File: src/rtl/md_pkg.sv
// Shared types and constants for the md_ctrl multiply/divide unit.
// Optional build macro MD_MUL_PIPE_EN (see md_ctrl) does not affect this package.
package md_pkg;

  typedef enum logic [2:0] {
    OP_MUL    = 3'b000,
    OP_MULH   = 3'b001,
    OP_MULHSU = 3'b010,
    OP_MULHU  = 3'b011,
    OP_DIV    = 3'b100,
    OP_DIVU   = 3'b101,
    OP_REM    = 3'b110,
    OP_REMU   = 3'b111
  } md_op_e;

  typedef enum logic [1:0] {
    ST_IDLE,
    ST_MUL,
    ST_DIV,
    ST_DONE
  } md_state_e;

  // Widest supported word; narrower constants are sliced from these.
  localparam int          MD_MAX_WIDTH    = 64;
  localparam logic [63:0] MD_ALL_ONES_MAX = 64'hFFFF_FFFF_FFFF_FFFF;
  localparam logic [63:0] MD_MOST_NEG_MAX = 64'h8000_0000_0000_0000;

endpackage

File: src/rtl/md_div_iter.sv
// Radix-2 restoring divider over unsigned magnitudes, one quotient bit per cycle.
// quotient_o/remainder_o carry the value being produced in the cycle done_o is high.
module md_div_iter import md_pkg::*; #(
  parameter int WORD_SIZE = 32
) (
  input  logic                 clk,
  input  logic                 rst_n,
  input  logic                 start_i,
  input  logic                 clear_i,
  input  logic [WORD_SIZE-1:0] dividend_i,
  input  logic [WORD_SIZE-1:0] divisor_i,
  output logic                 busy_o,
  output logic                 done_o,
  output logic [WORD_SIZE-1:0] quotient_o,
  output logic [WORD_SIZE-1:0] remainder_o
);

  localparam int CNT_W = $clog2(WORD_SIZE + 1);

  logic [WORD_SIZE-1:0] quo_q, quo_d;
  logic [WORD_SIZE-1:0] rem_q, rem_d;
  logic [WORD_SIZE-1:0] div_q, div_d;
  logic [CNT_W-1:0]     cnt_q, cnt_d;
  logic [WORD_SIZE:0]   partial, trial;

  // The trial subtraction's top bit is set exactly when partial < divisor.
  always_comb begin
    partial = {rem_q, quo_q[WORD_SIZE-1]};
    trial   = partial - {1'b0, div_q};
    quo_d   = quo_q;
    rem_d   = rem_q;
    div_d   = div_q;
    cnt_d   = cnt_q;
    if (clear_i) begin
      cnt_d = '0;
    end else if (start_i) begin
      quo_d = dividend_i;
      rem_d = '0;
      div_d = divisor_i;
      cnt_d = CNT_W'(WORD_SIZE);
    end else if (cnt_q != '0) begin
      if (!trial[WORD_SIZE]) begin
        rem_d = trial[WORD_SIZE-1:0];
        quo_d = {quo_q[WORD_SIZE-2:0], 1'b1};
      end else begin
        rem_d = partial[WORD_SIZE-1:0];
        quo_d = {quo_q[WORD_SIZE-2:0], 1'b0};
      end
      cnt_d = cnt_q - 1'b1;
    end
  end

  always_ff @(posedge clk or negedge rst_n) begin
    if (!rst_n) begin
      quo_q <= '0;
      rem_q <= '0;
      div_q <= '0;
      cnt_q <= '0;
    end else begin
      quo_q <= quo_d;
      rem_q <= rem_d;
      div_q <= div_d;
      cnt_q <= cnt_d;
    end
  end

  assign busy_o      = (cnt_q != '0);
  assign done_o      = (cnt_q == CNT_W'(1));
  assign quotient_o  = quo_d;
  assign remainder_o = rem_d;

endmodule

File: src/rtl/md_ctrl.sv
// RV32M multiply/divide controller: single-cycle multiply, iterative divide, valid/ready handshakes.
// Define MD_MUL_PIPE_EN to register the product, giving a two-cycle MUL state.
module md_ctrl import md_pkg::*; #(
  parameter int WORD_SIZE = 32
) (
  input  logic                 clk,
  input  logic                 rst_n,
  input  logic                 flush_i,
  input  logic                 req_valid_i,
  output logic                 req_ready_o,
  input  logic [2:0]           operator_i,
  input  logic [WORD_SIZE-1:0] operand_a_i,
  input  logic [WORD_SIZE-1:0] operand_b_i,
  input  logic [4:0]           rd_i,
  output logic [4:0]           rd_o,
  output logic                 rsp_valid_o,
  input  logic                 rsp_ready_i,
  output logic [WORD_SIZE-1:0] result_o,
  output logic                 busy_o
);

  localparam logic [WORD_SIZE-1:0] ALL_ONES = MD_ALL_ONES_MAX[WORD_SIZE-1:0];
  localparam logic [WORD_SIZE-1:0] MOST_NEG = MD_MOST_NEG_MAX[MD_MAX_WIDTH-1 -: WORD_SIZE];

  md_state_e            state_q, state_d;
  md_op_e               op_q;
  logic [WORD_SIZE-1:0] opA_q, opB_q;
  logic [WORD_SIZE-1:0] result_q, result_d;
  logic [4:0]           rd_q;
  logic                 negQuo_q, negRem_q;

  logic                 reqAccept, reqIsDiv, reqSigned, reqIsRem;
  logic                 divZero, divOverflow, divBypass, divStart;
  logic [WORD_SIZE-1:0] absA, absB, bypassResult;
  logic                 divBusy, divDone;
  logic [WORD_SIZE-1:0] divQuo, divRem, divResult;
  logic [2*WORD_SIZE-1:0] aExt, bExt, product;

  function automatic logic [WORD_SIZE-1:0] selectHalf(input md_op_e op,
                                                      input logic [2*WORD_SIZE-1:0] p);
    return (op == OP_MUL) ? p[WORD_SIZE-1:0] : p[2*WORD_SIZE-1:WORD_SIZE];
  endfunction

  // Request decode; divide special cases are resolved at accept time.
  always_comb begin
    reqAccept    = (state_q == ST_IDLE) && req_valid_i && !flush_i;
    reqIsDiv     = operator_i[2];
    reqSigned    = !operator_i[0];
    reqIsRem     = operator_i[1];
    absA         = (reqSigned && operand_a_i[WORD_SIZE-1]) ? -operand_a_i : operand_a_i;
    absB         = (reqSigned && operand_b_i[WORD_SIZE-1]) ? -operand_b_i : operand_b_i;
    divZero      = (operand_b_i == '0);
    divOverflow  = reqSigned && (operand_a_i == MOST_NEG) && (operand_b_i == ALL_ONES);
    divBypass    = divZero || divOverflow;
    divStart     = reqAccept && reqIsDiv && !divBypass;
    bypassResult = '0;
    if (divZero) begin
      bypassResult = reqIsRem ? operand_a_i : ALL_ONES;
    end else if (divOverflow) begin
      bypassResult = reqIsRem ? '0 : operand_a_i;
    end
  end

  md_div_iter #(.WORD_SIZE(WORD_SIZE)) u_div (
    .clk        (clk),
    .rst_n      (rst_n),
    .start_i    (divStart),
    .clear_i    (flush_i),
    .dividend_i (absA),
    .divisor_i  (absB),
    .busy_o     (divBusy),
    .done_o     (divDone),
    .quotient_o (divQuo),
    .remainder_o(divRem)
  );

  always_comb begin
    aExt    = {{WORD_SIZE{opA_q[WORD_SIZE-1] && (op_q == OP_MULH || op_q == OP_MULHSU)}}, opA_q};
    bExt    = {{WORD_SIZE{opB_q[WORD_SIZE-1] && (op_q == OP_MULH)}}, opB_q};
    product = aExt * bExt;
    if (op_q == OP_REM || op_q == OP_REMU) begin
      divResult = negRem_q ? -divRem : divRem;
    end else begin
      divResult = negQuo_q ? -divQuo : divQuo;
    end
  end

`ifdef MD_MUL_PIPE_EN
  logic [2*WORD_SIZE-1:0] prod_q;
  logic                   mulStage_q, mulStage_d;

  assign mulStage_d = (state_q == ST_MUL) && !mulStage_q && !flush_i;

  always_ff @(posedge clk or negedge rst_n) begin
    if (!rst_n) begin
      prod_q     <= '0;
      mulStage_q <= 1'b0;
    end else begin
      prod_q     <= product;
      mulStage_q <= mulStage_d;
    end
  end
`endif

  always_comb begin
    state_d  = state_q;
    result_d = result_q;
    unique case (state_q)
      ST_IDLE: begin
        if (reqAccept) begin
          if (!reqIsDiv) begin
            state_d = ST_MUL;
          end else if (divBypass) begin
            state_d  = ST_DONE;
            result_d = bypassResult;
          end else begin
            state_d = ST_DIV;
          end
        end
      end
      ST_MUL: begin
`ifdef MD_MUL_PIPE_EN
        if (mulStage_q) begin
          state_d  = ST_DONE;
          result_d = selectHalf(op_q, prod_q);
        end
`else
        state_d  = ST_DONE;
        result_d = selectHalf(op_q, product);
`endif
      end
      ST_DIV: begin
        if (divDone) begin
          state_d  = ST_DONE;
          result_d = divResult;
        end else if (!divBusy) begin
          state_d = ST_IDLE;
        end
      end
      ST_DONE: begin
        if (rsp_ready_i) begin
          state_d = ST_IDLE;
        end
      end
      default: state_d = ST_IDLE;
    endcase
    // Flush wins over every handshake and discards anything being produced.
    if (flush_i) begin
      state_d  = ST_IDLE;
      result_d = result_q;
    end
  end

  always_ff @(posedge clk or negedge rst_n) begin
    if (!rst_n) begin
      state_q  <= ST_IDLE;
      result_q <= '0;
      rd_q     <= '0;
      op_q     <= OP_MUL;
      opA_q    <= '0;
      opB_q    <= '0;
      negQuo_q <= 1'b0;
      negRem_q <= 1'b0;
    end else begin
      state_q  <= state_d;
      result_q <= result_d;
      if (reqAccept) begin
        rd_q     <= rd_i;
        op_q     <= md_op_e'(operator_i);
        opA_q    <= operand_a_i;
        opB_q    <= operand_b_i;
        negQuo_q <= reqSigned && (operand_a_i[WORD_SIZE-1] ^ operand_b_i[WORD_SIZE-1]);
        negRem_q <= reqSigned && operand_a_i[WORD_SIZE-1];
      end
    end
  end

  assign req_ready_o = (state_q == ST_IDLE);
  assign busy_o      = (state_q != ST_IDLE);
  assign rsp_valid_o = (state_q == ST_DONE);
  assign result_o    = result_q;
  assign rd_o        = rd_q;

endmodule

File: config.mk
export PLATFORM = sky130hd
export DESIGN_NAME = md_ctrl
export DESIGN_NICKNAME = d
export VERILOG_FILES = /design/src/rtl/md_pkg.sv /design/src/rtl/md_div_iter.sv /design/src/rtl/md_ctrl.sv
export SDC_FILE = /design/constraint.sdc
export NUM_CORES = 2
export LEC_CHECK = 0
export BUFFER_PORTS_ARGS = -buffer_cell sky130_fd_sc_hd__buf_2
export CORE_MARGIN = 10
export CORE_UTILIZATION = 55
export CTS_BUF_LIST = sky130_fd_sc_hd__clkbuf_16
export DETAILED_ROUTE_END_ITERATION = 16
export HOLD_SLACK_MARGIN = 0.12
export PLACE_DENSITY = 0.71
export SETUP_SLACK_MARGIN = 0.5
export SLEW_MARGIN = 10
export SYNTH_ARGS = -nofsm -noshare
export SYNTH_HDL_FRONTEND = slang
export SYNTH_HIERARCHICAL = 1
export SYNTH_SLANG_ARGS = --single-unit
File: constraint.sdc
create_clock -name clk -period 23.3 [get_ports clk]
set_clock_uncertainty 0.15 [all_clocks]
set_input_delay 0 -clock clk [delete_from_list [all_inputs] [get_ports clk]]
set_output_delay 0 -clock clk [all_outputs]
set_load 0.01 [all_outputs]
==> run_summary.xml <==
<?xml version="1.0" encoding="UTF-8"?>
<metrics>
  <group name="status">
    <metric name="status" unit="">finished, final reports clean</metric>
  </group>
  <group name="placement">
    <metric name="io_buffers" unit="">116</metric>
    <metric name="gp_routability_congestion" unit="">1.001</metric>
    <metric name="dpl.hpwl" unit="mm">132.1</metric>
    <metric name="place_area" unit="sq um">54350</metric>
    <metric name="placed_cells_incl_taps" unit="">7208</metric>
  </group>
  <group name="cells_and_area">
    <metric name="final_net_count" unit="">7528</metric>
    <metric name="finish.instance_area" unit="sq um">56190</metric>
    <metric name="layout-drive-gt1-share" unit="">0.05077</metric>
    <metric name="fin_cells" unit="">7357</metric>
    <metric name="layout-area-overhead-vs-synth" unit="%">6.289</metric>
    <metric name="filler_cell_count" unit="">8359</metric>
  </group>
  <group name="setup_path">
    <metric name="sort_of_element_at_the_start_of_the_critical_path" unit="">flip-flop</metric>
    <metric name="critical_path.most_common_cell" unit="">sky130_fd_sc_hd__fa_1</metric>
    <metric name="critical_path.n_buffers_inverters" unit="">7</metric>
    <metric name="critical_path.endpoint_type" unit="">flip-flop</metric>
    <metric name="critical-path-top-delay-family" unit="">adder cells</metric>
    <metric name="crit_slowest_cell" unit="">sky130_fd_sc_hd__fa_1</metric>
    <metric name="endpoint_arrival_time_on_the_critical_path" unit="ps">10620</metric>
    <metric name="timing.critical_path.required" unit="ps">23530</metric>
    <metric name="cpPeakStageDelay" unit="ps">940</metric>
    <metric name="timing_worst_setup_path_type" unit="">reg -&gt; reg</metric>
    <metric name="worst-path-max-fanout" unit="">35</metric>
  </group>
  <group name="timing">
    <metric name="fin_crit" unit="ps">10390</metric>
    <metric name="fmax" unit="MHz">96.25</metric>
    <metric name="setup_viol" unit="">0</metric>
    <metric name="slew_viol_final" unit="">0</metric>
    <metric name="fin_setup_tns" unit="ps">0</metric>
    <metric name="timing.slew.headroom" unit="">0.2481</metric>
    <metric name="worstMarginPinSlew" unit="ps">1128</metric>
    <metric name="post-route-period-util" unit="">0.4459</metric>
    <metric name="final_hold_viol_count" unit="">0</metric>
    <metric name="rsz0062_at_grt" unit="">no</metric>
  </group>
  <group name="clock_network">
    <metric name="clock-sinks" unit="">210</metric>
    <metric name="cts_tree" unit="">built</metric>
    <metric name="cts-root-buf" unit="">sky130_fd_sc_hd__clkbuf_16</metric>
    <metric name="cts.repair_timing.setup_buffer_count" unit="">0</metric>
    <metric name="insertion_delay" unit="ps">560</metric>
    <metric name="cts_htree_levels" unit="">1</metric>
    <metric name="hold_buffers" unit="">98</metric>
    <metric name="cts.clk_slew.worst_paths" unit="ps">60</metric>
    <metric name="cts_resized" unit="">0</metric>
    <metric name="ctsLongestPathBuffers" unit="">3</metric>
    <metric name="cts_inserted_buffers" unit="">26</metric>
  </group>
  <group name="yosys">
    <metric name="postSynthRegisterBits" unit="">210</metric>
    <metric name="synth.yosys.seq_area_share" unit="">0.09941</metric>
    <metric name="synthesis.yosys.warnings" unit="">6</metric>
    <metric name="syn-instance-count" unit="">6094</metric>
    <metric name="post_synth_instance_area" unit="sq um">52860</metric>
    <metric name="ys_async_sr_fraction" unit="">1.000</metric>
    <metric name="syn_area_per_cell" unit="sq um">8.674</metric>
    <metric name="synth-edff-count" unit="">0</metric>
    <metric name="ys_types" unit="">103</metric>
    <metric name="synth_flop_cell" unit="">sky130_fd_sc_hd__dfrtp_1</metric>
    <metric name="syn_nets" unit="">7553</metric>
  </group>
  <group name="route">
    <metric name="final_ant_viol_nets" unit="">0</metric>
    <metric name="route.vias.total" unit="">43370</metric>
    <metric name="routed_via_density" unit="">5.895</metric>
    <metric name="routed_wl" unit="mm">171.1</metric>
    <metric name="detail_route.first_pass.iterations" unit="">8</metric>
    <metric name="detail_route.iter0.violations" unit="">4264</metric>
    <metric name="post-route-drc-count" unit="">0</metric>
    <metric name="detail_route.wl_per_cell" unit="microns">23.25</metric>
  </group>
  <group name="global_routing">
    <metric name="grt_max_degree" unit="">88</metric>
    <metric name="grt_overflow_total" unit="">0</metric>
    <metric name="grt_antenna_before_repair" unit="">11</metric>
    <metric name="global_route.usage.total" unit="">0.3200</metric>
    <metric name="grt_pass1_wl" unit="mm">267.7</metric>
    <metric name="via_count_of_the_first_global_routing_pass" unit="">45180</metric>
  </group>
  <group name="die">
    <metric name="die_width" unit="microns">330.0</metric>
    <metric name="starting_density_of_the_core" unit="">0.5555</metric>
    <metric name="design.portCount" unit="">117</metric>
    <metric name="dieArea" unit="sq um">108900</metric>
    <metric name="dieHeight" unit="microns">330.0</metric>
    <metric name="rows" unit="">113</metric>
    <metric name="fp.coreArea" unit="sq um">95150</metric>
  </group>
  <group name="hold_path">
    <metric name="holdCritPathClass" unit="">in -&gt; reg</metric>
  </group>
  <group name="job">
    <metric name="count_of_maximum_capacitance_violations" unit="">0</metric>
  </group>
</metrics>
[path summary, 6_finish.rpt]
check / start / endpoint / slack [ps] / cells past startpoint
min in group asynchronous: rst_n / u_div/quo_q[28] / 460 / 4
min reg2reg: opA_q[7] / opA_q[7] / 330 / 2
max in group asynchronous: rst_n / opA_q[15] / 21690 / 4
max: opA_q[31] / result_o[27] / 12910 / 27
min: operand_a_i[28] / opA_q[28] / 130 / 4
max reg2reg: opA_q[31] / result_o[27] / 12910 / 27
[stage by stage]
stage          worst slack (ps)    util  hold WS, ps
2_1_floorplan             14260       -       -445.6
6_report                  12910  0.5905        129.7
5_1_grt                   12410  0.5905        137.5
3_3_place_gp              13190  0.5712       -73.14
4_1_cts                   13010  0.5903        120.4
3_5_place_dp              13060  0.5712       -71.67
[Yosys cell counts (20+ instances only)]
| cell type | instances | area [sq um] |
|---|---|---|
| sky130_fd_sc_hd__a21o_1 | 44 | 330.3 |
| sky130_fd_sc_hd__a21oi_1 | 138 | 690.7 |
| sky130_fd_sc_hd__a22oi_1 | 66 | 495.5 |
| sky130_fd_sc_hd__a31oi_1 | 26 | 162.7 |
| sky130_fd_sc_hd__and2_1 | 321 | 2008 |
| sky130_fd_sc_hd__clkbuf_1 | 334 | 1254 |
| sky130_fd_sc_hd__dfrtp_1 | 210 | 5255 |
| sky130_fd_sc_hd__fa_1 | 1126 | 22540 |
| sky130_fd_sc_hd__ha_1 | 256 | 3203 |
| sky130_fd_sc_hd__inv_1 | 1241 | 4658 |
| sky130_fd_sc_hd__mux2i_1 | 32 | 320.3 |
| sky130_fd_sc_hd__nand2_1 | 1181 | 4433 |
| sky130_fd_sc_hd__nand2b_1 | 21 | 131.4 |
| sky130_fd_sc_hd__nand3_1 | 36 | 180.2 |
| sky130_fd_sc_hd__nand4_1 | 32 | 200.2 |
| sky130_fd_sc_hd__nor2_1 | 151 | 566.8 |
| sky130_fd_sc_hd__nor3_1 | 34 | 170.2 |
| sky130_fd_sc_hd__o211ai_1 | 20 | 150.1 |
| sky130_fd_sc_hd__o21ai_0 | 196 | 980.9 |
| sky130_fd_sc_hd__o21ai_1 | 39 | 195.2 |
| sky130_fd_sc_hd__o31ai_1 | 28 | 210.2 |
| sky130_fd_sc_hd__o41ai_1 | 23 | 201.4 |
| sky130_fd_sc_hd__or3_1 | 23 | 143.9 |
| sky130_fd_sc_hd__xnor2_1 | 128 | 1121 |
| sky130_fd_sc_hd__xor2_1 | 85 | 744.5 |
[placed cells by master, fill, tap and decap left out, types with 97 or more instances in the layout]
cell,netlist,layout
sky130_fd_sc_hd__inv_1,1241,1247
sky130_fd_sc_hd__o21ai_0,196,196
sky130_fd_sc_hd__and2_1,321,321
sky130_fd_sc_hd__ha_1,256,256
sky130_fd_sc_hd__dfrtp_1,210,201
sky130_fd_sc_hd__nand2_1,1181,1181
sky130_fd_sc_hd__xnor2_1,128,128
sky130_fd_sc_hd__fa_1,1126,1126
sky130_fd_sc_hd__dlygate4sd3_1,1,97
sky130_fd_sc_hd__buf_2,12,115
sky130_fd_sc_hd__nor2_1,151,151
sky130_fd_sc_hd__a21oi_1,138,138
[final cells by class]
class                      count  area (sq um)  share of cell area
multi-input combinational   4285         41570              0.7398
sequential                   210          5266             0.09373
inverter                    1241          4658             0.08291
timing repair buffer         305          2272             0.04044
tap                         1265          1583             0.02817
clock buffer                  26         650.6             0.01158
clock inverter                19         172.7            0.003073
antenna                        6         15.01           0.0002672
[logic make-up after synthesis]
kind of cell	synth area share
xor gates and xnor gates	0.03581
DFF	0.09941
buffers and inverters	0.1148
adders and majority gates	0.4870
muxes	0.006698
AOI/OAI and AO/OA	0.09181
and+or+nand+nor	0.1645
[sequential cells by signal, indices dropped and copies added, names as in the netlist]
name         flops
opA_q           32
opB_q           32
result_o        32
u_div/div_q     32
u_div/quo_q     32
u_div/rem_q     32
u_div/cnt_q      6
rd_o             5
op_q             3
state_q          2
negQuo_q         1
negRem_q         1
[worst register-to-register path, stage by stage, from the launching register on]
cell and delay [ps]:
sky130_fd_sc_hd__dfrtp_1 330, sky130_fd_sc_hd__buf_4 440, sky130_fd_sc_hd__nor3b_2 260, sky130_fd_sc_hd__buf_4 430, sky130_fd_sc_hd__nand2_1 240, sky130_fd_sc_hd__fa_1 570, sky130_fd_sc_hd__fa_1 500, sky130_fd_sc_hd__inv_1 70
sky130_fd_sc_hd__fa_1 800, sky130_fd_sc_hd__inv_1 320, sky130_fd_sc_hd__fa_1 940, sky130_fd_sc_hd__inv_1 440, sky130_fd_sc_hd__fa_1 570, sky130_fd_sc_hd__fa_1 500, sky130_fd_sc_hd__fa_1 490, sky130_fd_sc_hd__inv_1 50
sky130_fd_sc_hd__fa_1 470, sky130_fd_sc_hd__inv_1 40, sky130_fd_sc_hd__ha_1 440, sky130_fd_sc_hd__nand4_1 150, sky130_fd_sc_hd__nand2b_1 190, sky130_fd_sc_hd__or3_1 410, sky130_fd_sc_hd__a31o_2 270, sky130_fd_sc_hd__a211oi_1 470
sky130_fd_sc_hd__mux2i_1 270, sky130_fd_sc_hd__nor2_1 60, sky130_fd_sc_hd__nor4_1 280, sky130_fd_sc_hd__a211oi_1 80
[routing by layer]
metal | up-vias | global-route usage | part of all wire
met5 | - | 0 | 0.000099
li1 | 18440 | - | -
met1 | 21870 | 0.4180 | 0.38
met3 | 604 | 0.06362 | 0.10
met4 | 2 | 0.1692 | 0.066
met2 | 2456 | 0.5023 | 0.45
Power is not shown: default switching activity piles up to over one toggle a cycle in this logic, so the estimate is an artifact.
